--- src/rtl/usb3_ep0in_tx.sv ---
// EP0 IN data-stage packetizer: RAM read port -> 2-entry skid buffer -> 32-bit beat stream.
// Define USB3_EP0IN_ZLP_EN to send zero-length packets for empty or max-packet-multiple transfers.
module usb3_ep0in_tx #(
  parameter int MAX_PKT_BYTES = 512,
  parameter int ADDR_W        = 8
) (
  input  logic              clk,
  input  logic              reset,
  input  logic              xfer_start,
  input  logic [15:0]       xfer_len,
  output logic [ADDR_W-1:0] rd_adr,
  input  logic [31:0]       rd_dat_r,
  input  logic              pkt_go,
  output logic              out_valid,
  output logic [31:0]       out_data,
  output logic [3:0]        out_be,
  output logic              out_last,
  input  logic              out_ready,
  input  logic              pkt_ack,
  input  logic              pkt_retry,
  output logic              busy,
  output logic              xfer_done
);
  localparam int LEN_W = ADDR_W + 3;
  localparam int CAP   = 4 << ADDR_W;

  localparam logic [2:0] S_IDLE     = 3'd0;
  localparam logic [2:0] S_WAIT_GO  = 3'd1;
  localparam logic [2:0] S_SEND     = 3'd2;
  localparam logic [2:0] S_WAIT_ACK = 3'd3;
  localparam logic [2:0] S_DONE     = 3'd4;

  logic [2:0]        state;
  logic [LEN_W-1:0]  remaining, pkt_bytes, beats_sent, issued;
  logic [ADDR_W-1:0] ptr, pkt_start;
  logic              zlp_beat;
  logic              vld_p1;
  logic [1:0]        held;
  logic [31:0]       word0_p1, word1_p1;

  logic [LEN_W-1:0]  len_clamp, pkt_size, nbeats;
  logic [2:0]        fill;
  logic [31:0]       head;
  logic              last_beat, pop, pop_word, issue;

  function automatic logic [3:0] tail_be(input logic [1:0] r);
    case (r)
      2'd1:    tail_be = 4'b0001;
      2'd2:    tail_be = 4'b0011;
      2'd3:    tail_be = 4'b0111;
      default: tail_be = 4'b1111;
    endcase
  endfunction

  assign len_clamp = (32'(xfer_len) > CAP) ? LEN_W'(CAP) : LEN_W'(xfer_len);
  assign pkt_size  = (32'(remaining) > MAX_PKT_BYTES) ? LEN_W'(MAX_PKT_BYTES) : remaining;
  assign nbeats    = (pkt_bytes + LEN_W'(3)) >> 2;

  // Output stage: head of skid buffer, or the RAM word landing this cycle when empty
  assign head      = (held != 2'd0) ? word0_p1 : rd_dat_r;
  assign out_valid = (state == S_SEND) && ((held != 2'd0) || vld_p1 || zlp_beat);
  assign last_beat = zlp_beat || (beats_sent == nbeats - LEN_W'(1));
  assign out_last  = out_valid && last_beat;
  assign out_data  = (out_valid && !zlp_beat) ? head : 32'h0;
  assign out_be    = (!out_valid || zlp_beat) ? 4'h0 :
                     last_beat ? tail_be(pkt_bytes[1:0]) : 4'hf;
  assign pop       = out_valid && out_ready;
  assign pop_word  = pop && !zlp_beat;

  // Fetch stage: never let landing + held words exceed the two skid slots
  assign fill  = {1'b0, held} + {2'b0, vld_p1};
  assign issue = (state == S_SEND) && !pkt_retry && (issued < nbeats) &&
                 (fill < (3'd2 + {2'b0, pop_word}));

  assign rd_adr    = ptr;
  assign busy      = (state != S_IDLE);
  assign xfer_done = (state == S_DONE);

  always_ff @(posedge clk) begin
    if (reset) begin
      state      <= S_IDLE;
      remaining  <= '0;
      pkt_bytes  <= '0;
      beats_sent <= '0;
      issued     <= '0;
      ptr        <= '0;
      pkt_start  <= '0;
      zlp_beat   <= 1'b0;
      vld_p1     <= 1'b0;
      held       <= 2'd0;
    end else begin
      vld_p1 <= issue;
      held   <= held + {1'b0, vld_p1} - {1'b0, pop_word};
      if (issue) begin
        ptr    <= ptr + ADDR_W'(1);
        issued <= issued + LEN_W'(1);
      end
      if (pop_word) beats_sent <= beats_sent + LEN_W'(1);
      case (state)
        S_IDLE: if (xfer_start) begin
          remaining <= len_clamp;
          ptr       <= '0;
          pkt_start <= '0;
`ifdef USB3_EP0IN_ZLP_EN
          state     <= S_WAIT_GO;
`else
          state     <= (len_clamp == '0) ? S_DONE : S_WAIT_GO;
`endif
        end
        S_WAIT_GO: if (pkt_go) begin
          pkt_bytes  <= pkt_size;
          beats_sent <= '0;
          issued     <= '0;
          zlp_beat   <= (remaining == '0);
          state      <= S_SEND;
        end
        S_SEND: if (pkt_retry) begin
          ptr      <= pkt_start;
          held     <= 2'd0;
          vld_p1   <= 1'b0;
          zlp_beat <= 1'b0;
          state    <= S_WAIT_GO;
        end else if (pop && last_beat) begin
          zlp_beat <= 1'b0;
          state    <= S_WAIT_ACK;
        end
        S_WAIT_ACK: if (pkt_retry) begin
          ptr   <= pkt_start;
          state <= S_WAIT_GO;
        end else if (pkt_ack) begin
          remaining <= remaining - pkt_bytes;
          pkt_start <= ptr;
          if (remaining == pkt_bytes) begin
`ifdef USB3_EP0IN_ZLP_EN
            // A final full-size packet must be followed by a ZLP to end the stage
            state <= (32'(pkt_bytes) == MAX_PKT_BYTES) ? S_WAIT_GO : S_DONE;
`else
            state <= S_DONE;
`endif
          end else begin
            state <= S_WAIT_GO;
          end
        end
        S_DONE:  state <= S_IDLE;
        default: state <= S_IDLE;
      endcase
    end
  end

  // Skid storage holds data only; occupancy lives in held
  always_ff @(posedge clk) begin
    case (held)
      2'd0: if (vld_p1) word0_p1 <= rd_dat_r;
      2'd1: begin
        if (pop_word) begin
          if (vld_p1) word0_p1 <= rd_dat_r;
        end else if (vld_p1) begin
          word1_p1 <= rd_dat_r;
        end
      end
      default: if (pop_word) word0_p1 <= word1_p1;
    endcase
  end
endmodule

--- config.mk ---
export PLATFORM = sky130hd
export DESIGN_NAME = usb3_ep0in_tx
export DESIGN_NICKNAME = d
export VERILOG_FILES = /design/src/rtl/usb3_ep0in_tx.sv
export SDC_FILE = /design/constraint.sdc
export NUM_CORES = 1
export LEC_CHECK = 0
export CAP_MARGIN = 10
export CELL_PAD_IN_SITES_DETAIL_PLACEMENT = 1
export CELL_PAD_IN_SITES_GLOBAL_PLACEMENT = 1
export CORE_MARGIN = 3
export CORE_UTILIZATION = 45
export DETAILED_ROUTE_END_ITERATION = 10
export GPL_TIMING_DRIVEN = 0
export PLACE_DENSITY_LB_ADDON = 0.12
export SYNTH_ARGS = -nofsm -noshare
export SYNTH_HDL_FRONTEND = slang
export SYNTH_SLANG_ARGS = --single-unit
export TNS_END_PERCENT = 100
--- constraint.sdc ---
create_clock -name clk -period 7.4 [get_ports clk]
set_input_delay 0.74 -clock clk [delete_from_list [all_inputs] [get_ports clk]]
set_output_delay 0.74 -clock clk [all_outputs]
set_load 0.03 [all_outputs]
**Word-level counts from Yosys, hierarchy flattened**

Index checks and enable logic that the tools add are counted.

- Bits in registers: 131
- Input port bits: 55
- Output and inout bits: 48
- Logic and storage cells: 122

- Add/subtract/negate cells: 10
- Magnitude comparators: 4
- Equal/unequal tests: 17
- Muxes and demuxes: 46
- Bitwise logic cells: 1
- Reduce and logical (&&, ||, !) cells: 32

Operator list:

| operator | count |
|---|---|
| 2-to-1 mux 32 bit | 5 |
| 2-to-1 mux 11 bit | 11 |
| one-hot mux 32 bit (2 select lines) | 1 |
| 2-to-1 mux 8 bit | 6 |
| one-hot mux 8 bit (2 select lines) | 2 |
| 2-to-1 mux 3 bit | 8 |
| adder 11 x 1 -> 11 bit, second input constant | 2 |
| == test 11 bit | 2 |
| logical NOT 11 bit | 2 |
| one-hot mux 11 bit (2 select lines) | 1 |
| greater-than comparator 16 x 11 -> 1 bit, second input constant | 1 |
| one-hot mux 3 bit (4 select lines) | 1 |
| one-hot mux 4 bit (3 select lines) | 1 |
| adder 11 x 2 -> 11 bit, second input constant | 1 |
| greater-than comparator 11 x 10 -> 1 bit, second input constant | 1 |
| less-than comparator 11 x 9 -> 1 bit | 1 |
| subtractor 11 bit | 1 |
| inequality test 2 bit, second input constant | 5 |
| subtractor 9 x 1 -> 10 bit, second input constant | 1 |
| logical AND 1 bit | 9 |
| adder 8 x 1 -> 8 bit, second input constant | 1 |
| 2-to-1 mux 4 bit | 2 |
| AND reduction 4 bit | 2 |
| nonzero test 2 bit | 4 |
| other kinds (24) | 39 |

**Longest topological paths before layout**

Gate-level depths: netlist (run 1).

- Depth in word-level cells: 12
- Depth in mapped cells: 17
- Depth with buffers taken out: 15

**Least setup slack after synthesis (run 1)**

Ideal clock, no wire load.

- Path kind: reg-to-reg
- Start: register state[2]
- End: register word1_p1[0], enable pin
- Setup time: 0.461 ns
- Data arrival time: 3.840 ns
- Required time: 6.939 ns
- Path slack: 3.099 ns
- Cell stages (with the launch flop): 9
- Buffers on the path: 3
- Period minus slack after synthesis: 4.301 ns
- Path through: dfxtp_1 clkbuf_1 or3b_1 or3_1 clkbuf_1 inv_2 and2_1 buf_2 nor3_1

- Cells in the longest elaborated chain, start to end: 6

RTL lines:

| item | RTL line | RTL |
|---|---|---|
| from (decl) | 33 | `logic [2:0] state;` |
| from (signal assigned) | 107 | `state <= (len_clamp == '0) ? S_DONE : S_WAIT_GO;` |
| == test 3 x 2 -> 1 bit | 61 | `assign out_valid = (state == S_SEND) && ((held != 2'd0) \|\| vld_p1 \|\| zlp_beat);` |
| logical AND 1 bit | 61 |  |
| logical AND 1 bit | 67 | `assign pop = out_valid && out_ready;` |
| logical AND 1 bit | 68 | `assign pop_word = pop && !zlp_beat;` |
| NOT 1 bit (no source line) | n/a |  |
| AND reduction 3 bit (no source line) | n/a |  |
| to (signal assigned) | 158 | `word1_p1 <= rd_dat_r;` |
| to (decl) | 39 | `logic [31:0] word0_p1, word1_p1;` |

Every way passes these cells.
A chain may end at the register's enable or synchronous reset.

**Final worst setup path (run 1)**

- Start: register pkt_bytes[1]
- End: output port out_last

- Cells in the longest elaborated chain, start to end: 5

RTL lines:

| item | RTL line | RTL |
|---|---|---|
| from (decl) | 34 | `logic [LEN_W-1:0] remaining, pkt_bytes, beats_sent, issued;` |
| from (signal assigned) | 111 | `pkt_bytes <= pkt_size;` |
| adder 11 x 2 -> 11 bit | 57 | `assign nbeats = (pkt_bytes + LEN_W'(3)) >> 2;` |
| subtractor 9 x 1 -> 10 bit | 62 | `assign last_beat = zlp_beat \|\| (beats_sent == nbeats - LEN_W'(1));` |
| == test 11 bit | 62 |  |
| logical OR 1 bit | 62 |  |
| logical AND 1 bit | 63 | `assign out_last = out_valid && last_beat;` |
| to (decl) | 17 | `output logic out_last,` |

Every way passes these cells.

==> results.json, run 1 <==
{
  "critPathArrivalTime_ps": 4450,
  "timing.rr.end": "rd_adr[7]",
  "syn_inst": 785,
  "maxCapViolations": 0,
  "dieArea_um2": 17640,
  "die_height_um": 132.8,
  "rr_startpoint": "pkt_bytes[1]",
  "netlist_area_um2": 7237,
  "grt_pass1_wl_um": 37470,
  "power.share.clock_pct": 42.6,
  "ctsHoldBuffers": 0,
  "antenna_found_initial": 0,
  "grt_max_degree": 33,
  "combPwrFrac_pct": 22.3,
  "routed_wl_um": 23160,
  "post-place-ws_ps": 2673,
  "crit_path_max_fanout": 9,
  "placedCellCount": 1101,
  "root_buffer": "clkbuf_16",
  "vias": 6543,
  "crit_path_max_incr_delay_ps": 670,
  "drc": 0,
  "yosysMostFrequentCell": "nand2_1",
  "drtIter0Drc": 384,
  "pwr-share-seq_pct": 35.1,
  "cts_tree": "done",
  "numPortBuffers": 101,
  "postCtsResizedCells": 0,
  "insertion_delay_ps": 430,
  "regToRegSetupSlack_ps": 2950,
  "relSlewSlack_pct": 21.94,
  "track_usage_pct": 26.60,
  "cts_buffer_depth": 2,
  "io_pins": 103,
  "p_int_mw": 1.657,
  "r2r.worst_path.cells": 17,
  "worstMarginPinSlew_ps": 1164,
  "timing.final.crit_share_pct": 70.17,
  "yosys.area_share.adder_pct": 4.910,
  "rsz0062_at_grt": "false",
  "ant_nets": 0,
  "cp-end-kind": "output pin",
  "path_clk_slew_ps": 60,
  "synth.largest_area_cell": "edfxtp_1",
  "drive_above_1_share_pct": 10.63,
  "cp.required_ps": 6660,
  "fmax_ghz": 0.1926,
  "hold_path_startpoint": "pkt_start[1]",
  "min_period_ps": 5193,
  "holdPathEnd": "pkt_start[1]",
  "yosysUniqueCellTypes": 66,
  "muxShareOfSynthArea_pct": 5.826,
  "finalWeightedCongestion": 0.9172,
  "utilization_pct": 59.73,
  "synth_top_family_by_area": "simple AND/OR/NAND/NOR gates",
  "setup_violations": 0,
  "fillers": 1758,
  "area.growth.synth_to_final_pct": 27.80,
  "synthXorXnorAreaFrac_pct": 5.204,
  "switchingPower_mw": 0.6873,
  "synth_top_area_share_pct": 26.56,
  "diodes": 0,
  "synthArstFlopShare_pct": 0,
  "hp-class": "register to register",
  "clock_sinks": 131,
  "multi_input_area_um2": 3707,
  "cts_buffers": 17,
  "crit_type": "register to output pin",
  "post_cts_buffers": 0,
  "synth_simple_gate_area_share_pct": 20.97,
  "synth-edff-count": 64,
  "rows": 45,
  "core_um2": 15480,
  "yosys-top-cells-count": "nand2_1 (122), a21oi_1 (69), dfxtp_1 (67), edfxtp_1 (64), nor2_1 (60)",
  "globalRouteOverflowTotal": 0,
  "final.setup.worst_slack_ps": 2207,
  "swShare_pct": 29.32,
  "detail_route.vias_per_cell": 5.775,
  "synth_area_leaders": "edfxtp_1 (27%), dfxtp_1 (19%), nand2_1 (6.3%), mux2_2 (5.1%), a21oi_1 (4.8%)",
  "synth_seq_area_share_pct": 45.09,
  "yosys_warnings": 0,
  "hold_depth": 2,
  "synth-compound-area-share_pct": 14.21,
  "hpwl_um": 16480,
  "regArea_um2": 3263,
  "finalPower_mw": 2.344,
  "fin_nets": 990,
  "power_density_nw_per_um2": 253.4,
  "status": "finished clean",
  "hold_viol": 0,
  "skew_ps": 11.16,
  "grt_pass1_vias": 7026,
  "die-width_um": 132.8,
  "syn_area_per_cell_um2": 9.219,
  "htree_num_levels": 4,
  "setup_tns_ps": 0,
  "crit_slowest_cell": "clkdlybuf4s50_1",
  "syn_nets": 866,
  "routedWlPerCell_um": 20.44,
  "peakVddDrop_v": 0.0001809,
  "p_leak_nw": 3.224,
  "cp_cell_sequence": "inv_1 -> ha_1 -> buf_2 -> xor2_1 -> ha_1 -> inv_1 -> a211oi_4 -> and3_1 -> o221a_2 -> nor2_1 -> nor4_1 -> o21a_1 -> clkdlybuf4s50_1",
  "critPathLaunchType": "register",
  "firstDrtPassIters": 5,
  "start_util_pct": 46.74,
  "synth-seq-cells": 131,
  "layoutNonFillerInstCount": 1133,
  "ys.flop_type": "dfxtp_1",
  "drv_slew": 0
}
==> power groups by stage <==
stage | Sequential, mW | Combinational [mW] | Clock (mW)
2_1_floorplan | 0.824 | 0.355 | 0
3_3_place_gp | 0.834 | 0.485 | 0
3_5_place_dp | 0.836 | 0.511 | 0
4_1_cts | 0.821 | 0.519 | 1.01
5_1_grt | 0.826 | 0.583 | 1.04
6_report | 0.823 | 0.523 | 0.998
==> routing by layer <==
metal	routed length [um]	part of all wire (%)	track usage, %
met2	11750	51	45.91
met5	0	0	0
met1	10020	43	33.74
met4	494	2.1	9.122
met3	901	3.9	4.487
==> cells by family (layout without fill, tap and decap cells) <==
group	Yosys count	count (layout)
XOR/XNOR	43	43
multiplexers	38	38
buffers and inverters	71	208
flip-flops	131	131
AND/OR/NAND/NOR	313	313
AO/OA/AOI/OAI	161	161
adder cells (fa/ha/maj)	28	28
==> how the worst max path moves through the flow <==
stage	startpoint	to	slack, ps	cells after the start
floorplan	state[2]	word1_p1[0]	3100	8
global placement	state[2]	word1_p1[5]	1490	8
detailed placement	pkt_bytes[1]	out_last	2670	13
CTS	pkt_bytes[1]	out_last	2200	13
global route	pkt_bytes[1]	out_last	1910	13
finish	pkt_bytes[1]	out_last	2210	13
==> cells in the final DEF, fill, tap and decap left out, types with 7 or more instances in the layout <==
cell,netlist,layout
nand2_1,122,122
clkdlybuf4s50_1,0,101
a21oi_1,69,69
dfxtp_1,67,67
edfxtp_1,64,64
nor2_1,60,60
inv_1,34,34
mux2_2,33,33
xnor2_1,29,29
nor3_1,30,29
clkbuf_1,25,27
o21ai_0,26,26
nand3_1,25,25
ha_1,25,25
clkbuf_16,0,17
a211oi_1,16,16
xor2_1,14,14
nor4_1,11,11
nand4_1,9,9
or3_1,9,9
a221oi_1,9,9
buf_2,6,7
bufinv_16,0,7
==> worst max-delay path: cells and delay by family (launching register included) <==
family / cells / cell delay [ps]
AND/OR/NAND/NOR: 3 / 910
flip-flops: 1 / 500
buffers and inverters: 4 / 1090
XOR/XNOR: 1 / 340
adder cells (fa/ha/maj): 2 / 510
AO/OA/AOI/OAI: 3 / 690
==> state kept, by name, indices dropped and copies added (netlist names) <==
name	cells
beats_sent	11
held	2
issued	11
pkt_bytes	11
pkt_start	8
rd_adr	8
remaining	11
state	3
vld_p1	1
word0_p1	32
word1_p1	32
zlp_beat	1
==> cell type report <==
| class | count | area share [%] |
|---|---|---|
| inverter | 35 | 1.420 |
| buffer | 36 | 1.542 |
| clock buffer | 19 | 4.681 |
| tap | 211 | 2.854 |
| multi-input combinational | 583 | 40.08 |
| clock inverter | 13 | 2.746 |
| timing repair buffer | 105 | 11.39 |
| sequential | 131 | 35.28 |
==> through the flow <==
stage                     hold WS [ps]  instance area [um^2]
after detailed placement         444.7                  8562
final                            466.3                  9249
after floorplan                  430.8                  7237
after global placement           437.7                  8512
after global routing             473.6                  9249
after CTS                        465.2                  9249
Note: power is estimated with default switching activity, not from simulation.
==> inputs of run 2 (changes only) <==
- CORE_UTILIZATION: 45 -> 38
- clock period: 7.4 -> 4.6 ns (I/O delays scaled with it)
==> run 2 against run 1 <==
Combinational power increased by 62%. Clock power increased by 40%. First-iteration DRC count decreased by 39%. Largest cell class unchanged.
==> results.json, run 2 (synthesized netlist as in run 1, its figures left out) <==
{
  "drive_above_1_share_pct": 11.39,
  "layoutNonFillerInstCount": 1151,
  "cts_buffer_depth": 2,
  "finalWeightedCongestion": 0.9048,
  "multi_input_area_um2": 3747,
  "rr_startpoint": "pkt_bytes[1]",
  "path_clk_slew_ps": 60,
  "setup_tns_ps": 0,
  "start_util_pct": 39.48,
  "die-width_um": 144,
  "firstDrtPassIters": 4,
  "hp-class": "register to register",
  "skew_ps": 11.81,
  "fillers": 2063,
  "critPathArrivalTime_ps": 4500,
  "crit_path_max_fanout": 10,
  "track_usage_pct": 21.03,
  "globalRouteOverflowTotal": 0,
  "root_buffer": "clkbuf_16",
  "rows": 49,
  "routed_wl_um": 21640,
  "timing.final.crit_share_pct": 91.40,
  "placed_area_um2": 8581,
  "setup_violations": 0,
  "maxCapViolations": 0,
  "htree_num_levels": 4,
  "final_common_cell": "nand2_1",
  "hold_viol": 0,
  "die_height_um": 144,
  "dieArea_um2": 20740,
  "io_pins": 103,
  "final_area_um2": 9235,
  "finalPower_mw": 3.570,
  "clock_sinks": 131,
  "cts_buffers": 17,
  "regToRegSetupSlack_ps": 400,
  "status": "finished clean",
  "fin_nets": 990,
  "min_period_ps": 4204,
  "r2r.worst_path.cells": 17,
  "area.growth.synth_to_final_pct": 27.61,
  "cp.required_ps": 4900,
  "utilization_pct": 50.38,
  "final_cell_mix": "nand2_1 (122), clkdlybuf4s50_1 (97), a21oi_1 (69), dfxtp_1 (65), edfxtp_1 (64)",
  "detail_route.vias_per_cell": 5.553,
  "placedCellCount": 1118,
  "drv_slew": 0,
  "numPortBuffers": 101,
  "ant_nets": 0,
  "ctsHoldBuffers": 0,
  "antenna_found_initial": 0,
  "grt_pass1_vias": 6885,
  "post_cts_buffers": 0,
  "routedWlPerCell_um": 18.80,
  "post-place-ws_ps": 107.6,
  "timing.hold.ws_ps": 464.3,
  "drtIter0Drc": 233,
  "regArea_um2": 3266,
  "timing.rr.end": "rd_adr[7]",
  "diodes": 0,
  "crit_type": "register to register",
  "reg_top3": "word0_p1 x32, word1_p1 x32",
  "critPathLaunchType": "register",
  "hold_depth": 2,
  "holdPathEnd": "pkt_start[0]",
  "relSlewSlack_pct": 35.74,
  "fmax_ghz": 0.2378,
  "cts_tree": "done",
  "worstMarginPinSlew_ps": 963.9,
  "core_um2": 18330,
  "hpwl_um": 16320,
  "insertion_delay_ps": 420,
  "power_density_nw_per_um2": 386.5,
  "grt_max_degree": 33,
  "vias": 6391,
  "hold_path_startpoint": "pkt_start[0]",
  "grt_pass1_wl_um": 34780,
  "cp-end-kind": "register",
  "peakVddDrop_v": 0.0002705,
  "final.setup.worst_slack_ps": 395.6,
  "drc": 0,
  "p_leak_nw": 3.263,
  "rsz0062_at_grt": "false"
}
==> run 2: changes by cell type in the layout (fill, tap and decap cells not counted), sizes merged <==
cell	delta
inv	+3
clkinvlp	+1
bufinv	-4
buf	-1
dlygate4sd2	+1
dlymetal6s2s	+3
clkinv	+1
clkdlybuf4s50	-4
==> run 2: worst max path at each step <==
stage	startpoint	endpoint	slack, ps	cells after the start
global route	pkt_bytes[1]	rd_adr[7]	80	17
global placement	state[2]	word1_p1[6]	-1360	8
floorplan	state[2]	word1_p1[0]	300	8
CTS	pkt_bytes[1]	out_be[3]	60	12
detailed placement	pkt_bytes[1]	out_last	110	13
finish	pkt_bytes[1]	rd_adr[7]	400	17
==> run 2: routing by layer <==
| layer | GRT usage [%] | share of wire [%] | vias to the layer above | routed length (um) |
|---|---|---|---|---|
| met5 | 0 | 0 | - | 0 |
| met4 | 8.276 | 3.1 | 0 | 670 |
| met3 | 3.869 | 3.1 | 40 | 680 |
| met2 | 37.07 | 49 | 128 | 10700 |
| met1 | 25.39 | 44 | 3141 | 9594 |
| li1 | - | - | 3082 | - |
==> run 2: power by group <==
part           switching [mW]  internal (mW)  leakage (nW)
combinational           0.522          0.325          1.85
clock                   0.543          0.860         0.292
sequential             0.0508           1.27          1.12
==> run 2: timing repair <==
item | CTS | global route
setup endpoints to repair | 4 | 14
hold endpoints to repair | 0 | 0
resized for setup | 4 | 7
==> run 2: worst max-delay path, stage by stage, from the launching register on <==
cell	delay, ps
dfxtp_2	370
inv_1	150
ha_1	170
buf_2	210
and3b_1	240
xnor2_1	330
inv_1	160
ha_1	300
o21a_1	120
nor2_1	40
o31a_1	270
o31ai_1	390
a211oi_1	150
nor3_4	460
buf_2	350
nor3_1	110
nor3_1	150
o22ai_1	100
==> run 2: cell type report <==
type	instances	share of cell area (%)
plain buffers	36	1.545
clock buffers	18	4.647
clock inverters	14	1.910
inverters	35	1.423
multi-input cells	583	40.58
flip-flops and latches	131	35.36
well taps	229	3.103
repair buffers	105	11.43
==> inputs of run 3 (changes only) <==
- CORE_UTILIZATION: 38 -> 45
- clock period: 4.6 -> 5.3 ns (I/O delays scaled with it)
==> results of run 3 <==
The final DEF is identical to that of run 1. Status: finished clean.
Among the figures that moved: setup slack after placement 2673 ps -> 782.9 ps; setup slack after layout 2207 ps -> 317.5 ps; register-to-register setup slack 2950 ps -> 850 ps; total power 2.344 mW -> 3.273 mW; worst IR drop on VDD 0.0001809 V -> 0.0002526 V
==> RTL change 1 (settings of run 2) <==
Change the parameter `ADDR_W` from 8 to 6.
--- a/src/rtl/usb3_ep0in_tx.sv
+++ b/src/rtl/usb3_ep0in_tx.sv
@@ -2,7 +2,7 @@
 // Define USB3_EP0IN_ZLP_EN to send zero-length packets for empty or max-packet-multiple transfers.
 module usb3_ep0in_tx #(
   parameter int MAX_PKT_BYTES = 512,
-  parameter int ADDR_W        = 8
+  parameter int ADDR_W        = 6
 ) (
   input  logic              clk,
   input  logic              reset,
Interface: changed (resized rd_adr); port bits go from 103 to 101. The function was not compared with the original's and may differ.
==> RTL change 1 against run 2 <==
- routed wire length down 14%
- global-route usage fell by 1.0 points
- die area decreased by 9.5%
- synthesized cell count down 13%
- sequential cell count fell by 12
- power is 9.6% lower
- synthesized area shrank 9.9%
- design area decreased by 8.4%
- first-iteration DRC count decreased by 15%
- worst setup slack got worse by 170 ps
- critical endpoint is now out_be[3]
==> RTL change 1: results (changes against run 2) <==
| Metric | Value |
|---|---|
| Status | `completed` |
| DP Area | `7820 um^2 (-8.9%)` |
| Port Buffers | `99 (-2.0%)` |
| First-pass GRT wire length | `29620 um (-15%)` |
| Synth cell count leaders | `nand2_1 (114), a21oi_1 (68), edfxtp_1 (64)` |
| Post-DP HPWL | `14180 um (-13%)` |
| Synth top area cells | `edfxtp_1 (29%), dfxtp_1 (17%), nand2_1 (6.6%)` |
| Slowest stage delay, CP | `610 ps (+150 ps)` |
| Dpl cells | `1003 (-10%)` |
| Post-synth net total | `762 (-12%)` |
| Final RePlAce weighted congestion | `0.8250 (-8.8%)` |
| Layout area overhead | `29.66%` |
| Syn Area/Cell | `9.562 um^2 (+3.7%)` |
| Drt wl/cell | `18.04 um (-4.1%)` |
| Global Route Usage Sum | `0.1999 (-0.01042)` |
| FILL cells | `1905 (-7.7%)` |
| Sw Pwr | `975.2 uW (-13%)` |
| DR vias/cell | `5.400 (-2.7%)` |
| CP arrival | `3910 ps (-590 ps)` |
| Vias in the first global route | `5793 (-16%)` |
| Final net count | `882 (-11%)` |
| LEAKAGE | `2.971 nW (-9.0%)` |
| Wl on met1 | `8380 um (-13%)` |
| CP Max Fanout | `9 (-1)` |
| Worst path slowest cell | `clkdlybuf4s50_1` |
| Seq/Total Area, Yosys | `0.4635 (+0.01265)` |
| Synth unique cells | `67 (+1.5%)` |
| M2 GR Usage | `0.3493 (-0.02133)` |
| GR Layer Usage met3 | `0.04044 (+0.001751)` |
| Via Count | `5589 (-13%)` |
## RTL change 1: worst paths after layout
path / from / to / slack (ps) / cells past startpoint
setup / recovery: pkt_bytes[1]$_SDFFE_PP0P_ / out_be[3] / 230 / 12
setup reg to reg: pkt_bytes[1]$_SDFFE_PP0P_ / rd_adr[2]$_SDFF_PP0_ / 590 / 16
hold reg to reg: pkt_start[1]$_SDFFE_PP0P_ / pkt_start[1]$_SDFFE_PP0P_ / 460 / 2
hold / removal: pkt_retry / held[1]$_SDFF_PP0_ / 420 / 3
## RTL change 1: timing repair
action,4_1_cts,5_1_grt
setup endpoints to repair,4,3
resized for setup,6,4
buffers inserted,0,0
## RTL change 1: critical path: cells and delay by family, from the launching register on
family | cells | cell delay [ps]
buf+inv | 3 | 920
flops | 1 | 440
compound gates | 4 | 940
simple gates | 4 | 980
fa+ha+maj | 1 | 200
## RTL change 1: layout make-up
class,instances,area share
clock inverter,15,0.01983
clock buffer,17,0.05031
buffer,38,0.02279
tap,220,0.03255
multi-input combinational,500,0.3849
inverter,25,0.01110
timing repair buffer,101,0.1207
sequential,119,0.3578
## RTL change 1: power groups by stage
| stage | clock (mW) | combinational [mW] | sequential [mW] |
|---|---|---|---|
| finish | 1.33 | 0.693 | 1.20 |
| CTS | 1.36 | 0.696 | 1.20 |
| detailed placement | 0 | 0.686 | 1.22 |
| global route | 1.41 | 0.771 | 1.20 |
| floorplan | 0 | 0.472 | 1.20 |
| global placement | 0 | 0.661 | 1.22 |
## RTL change 1: logic make-up after synthesis
family | synth area share
xor+xnor | 0.05027
buf+inv | 0.04394
fa+ha+maj | 0.05065
compound gates | 0.1441
flops | 0.4635
mux | 0.06140
simple gates | 0.1861
==> RTL change 2 (config.mk and constraints of run 2) <==
Without the edit above. Make the reset (`reset`) asynchronous in one clocked block.
--- a/src/rtl/usb3_ep0in_tx.sv
+++ b/src/rtl/usb3_ep0in_tx.sv
@@ -76,7 +76,7 @@
   assign busy      = (state != S_IDLE);
   assign xfer_done = (state == S_DONE);
 
-  always_ff @(posedge clk) begin
+  always_ff @(posedge clk or posedge reset) begin
     if (reset) begin
       state      <= S_IDLE;
       remaining  <= '0;
Check against the original RTL: differs if reset is asserted again (counterexample within 4 cycles, from zero or initial values and one cycle with reset high); with reset held inactive, the same outputs for 4 cycles.
==> RTL change 2 against run 2 <==
- first-iteration DRC count fell by 12%
- worst setup slack worse by 150 ps
- sequential cell count stayed put
- design area increased by 1.2%
- synthesized cell count down 4.1%
- synthesized area is 1.6% higher
- routed wire length down 3.5%
Power is not compared: it rests on default switching activity, and its combinational part moved more than twofold at a synthesized area within 25%.
==> RTL change 2: results (changes against run 2) <==
| Metric | Value |
|---|---|
| Vias in the first global route | `6588 (-4.3%)` |
| FFs w/ async S/R, synth | `0.5115 (+0.5115)` |
| Post-DP HPWL | `15420 um (-5.5%)` |
| Status | `completed` |
| Synth unique cells | `67 (+1.5%)` |
| R2R Path End | `issued[5]$_DFF_PP0_` |
| Synth top area cells | `edfxtp_1 (26%), dfrtp_1 (23%), nand2_1 (6.5%)` |
| Critical path origin | `pkt_bytes[1]$_DFFE_PP0P_` |
| Top_reg_cell synth | `dfrtp_1` |
| Drt wl/cell | `18.15 um (-3.5%)` |
| Reg-to-reg startpoint | `pkt_bytes[0]$_DFFE_PP0P_` |
| Worst path slowest cell | `dfrtp_2` |
| Final RePlAce weighted congestion | `0.8468 (-6.4%)` |
| CP arrival | `3890 ps (-610 ps)` |
| Synth cell count leaders | `nand2_1 (128), dfrtp_1 (67), edfxtp_1 (64)` |
| Post-synth net total | `834 (-3.7%)` |
| CP Max Fanout | `7 (-3)` |
| Skew final | `14.43 ps (+2.623 ps)` |
| Worst path top cell family by delay | `simple AND/OR/NAND/NOR gates` |
| Seq/Total Area, Yosys | `0.4892 (+0.03830)` |
| Port Buffers | `102 (+0.99%)` |
| Drt first-iter violations | `205 (-12%)` |
| FILL cells | `2119 (+2.7%)` |
| R2r setup slk | `380 ps (-20 ps)` |
| First-pass GRT wire length | `34270 um (-1.4%)` |
| VDD IR max | `0.0003519 V` |
| CP endpoint | `out_be[2]` |
| Layout cells sized above 1 | `0.1089 (-0.005016)` |
==> RTL change 2: cells by family after synthesis <==
logic type	Yosys count	synth area share
and+or+nand+nor	292	0.1859
AOI/OAI and AO/OA	148	0.1271
DFF	131	0.4892
buffers and inverters	72	0.04014
xor gates and xnor gates	45	0.05358
muxes	38	0.05749
adders and majority gates	27	0.04661
==> RTL change 2: metal layers <==
| layer | track usage | vias to the layer above | routed length [um] |
|---|---|---|---|
| li1 | - | 2937 | - |
| met1 | 0.2419 | 3079 | 9019 |
| met2 | 0.3498 | 104 | 10690 |
| met3 | 0.04341 | 30 | 633 |
| met4 | 0.06980 | 0 | 547 |
| met5 | 0 | - | 0 |
==> RTL change 2: final cells by class <==
type                       instances  area, um^2  share of cell area
multi-input combinational        550        3501              0.3745
sequential                       131        3600              0.3851
buffer                            37       165.2             0.01767
clock inverter                    14       130.1             0.01392
inverter                          35       133.9             0.01432
clock buffer                      18       429.2             0.04591
timing repair buffer             106        1064              0.1138
tap                              260       325.3             0.03480
==> RTL change 2: how the worst min path moves through the flow <==
stage / startpoint / end / slack [ps] / depth (start not counted)
floorplan: pkt_start[1]$_DFFE_PP0P_ / pkt_start[1]$_DFFE_PP0P_ / 430 / 2
global placement: pkt_start[1]$_DFFE_PP0P_ / pkt_start[1]$_DFFE_PP0P_ / 440 / 2
global route: pkt_start[5]$_DFFE_PP0P_ / pkt_start[5]$_DFFE_PP0P_ / 490 / 2
finish: pkt_start[5]$_DFFE_PP0P_ / pkt_start[5]$_DFFE_PP0P_ / 470 / 2
CTS: pkt_start[3]$_DFFE_PP0P_ / pkt_start[3]$_DFFE_PP0P_ / 470 / 2
detailed placement: pkt_start[3]$_DFFE_PP0P_ / pkt_start[3]$_DFFE_PP0P_ / 460 / 2
==> RTL change 2: repair_timing <==
action | 4_1_cts | 5_1_grt
pin swaps | 1 | 0
setup buffers | 1 | 0
endpoints found under the setup margin | 4 | 22
gates cloned | 0 | 0
hold buffers | 0 | 0
gates resized for setup | 6 | 8
==> RTL change 2: power breakdown <==
part           internal [mW]  switching (mW)
sequential              1.57           0.224
clock                  0.748           0.546
combinational           1.13            1.76
total                   3.44            2.53
==> RTL change 2: through the flow <==
| step | worst slack [ps] | power, mW | cell area [um^2] |
|---|---|---|---|
| floorplan | 292.4 | 3.769 | 7356 |
| global placement | -1263 | 4.561 | 8702 |
| detailed placement | 94.67 | 4.670 | 8748 |
| CTS | 172.4 | 6.012 | 9321 |
| global route | 3.796 | 6.406 | 9348 |
| finish | 248.8 | 5.974 | 9348 |
==> RTL change 2: tightest hold or removal path, cell delays in order (launching register included) <==
cell     delay, ps
dfrtp_1        340
nand2_1         50
nand2_1         50
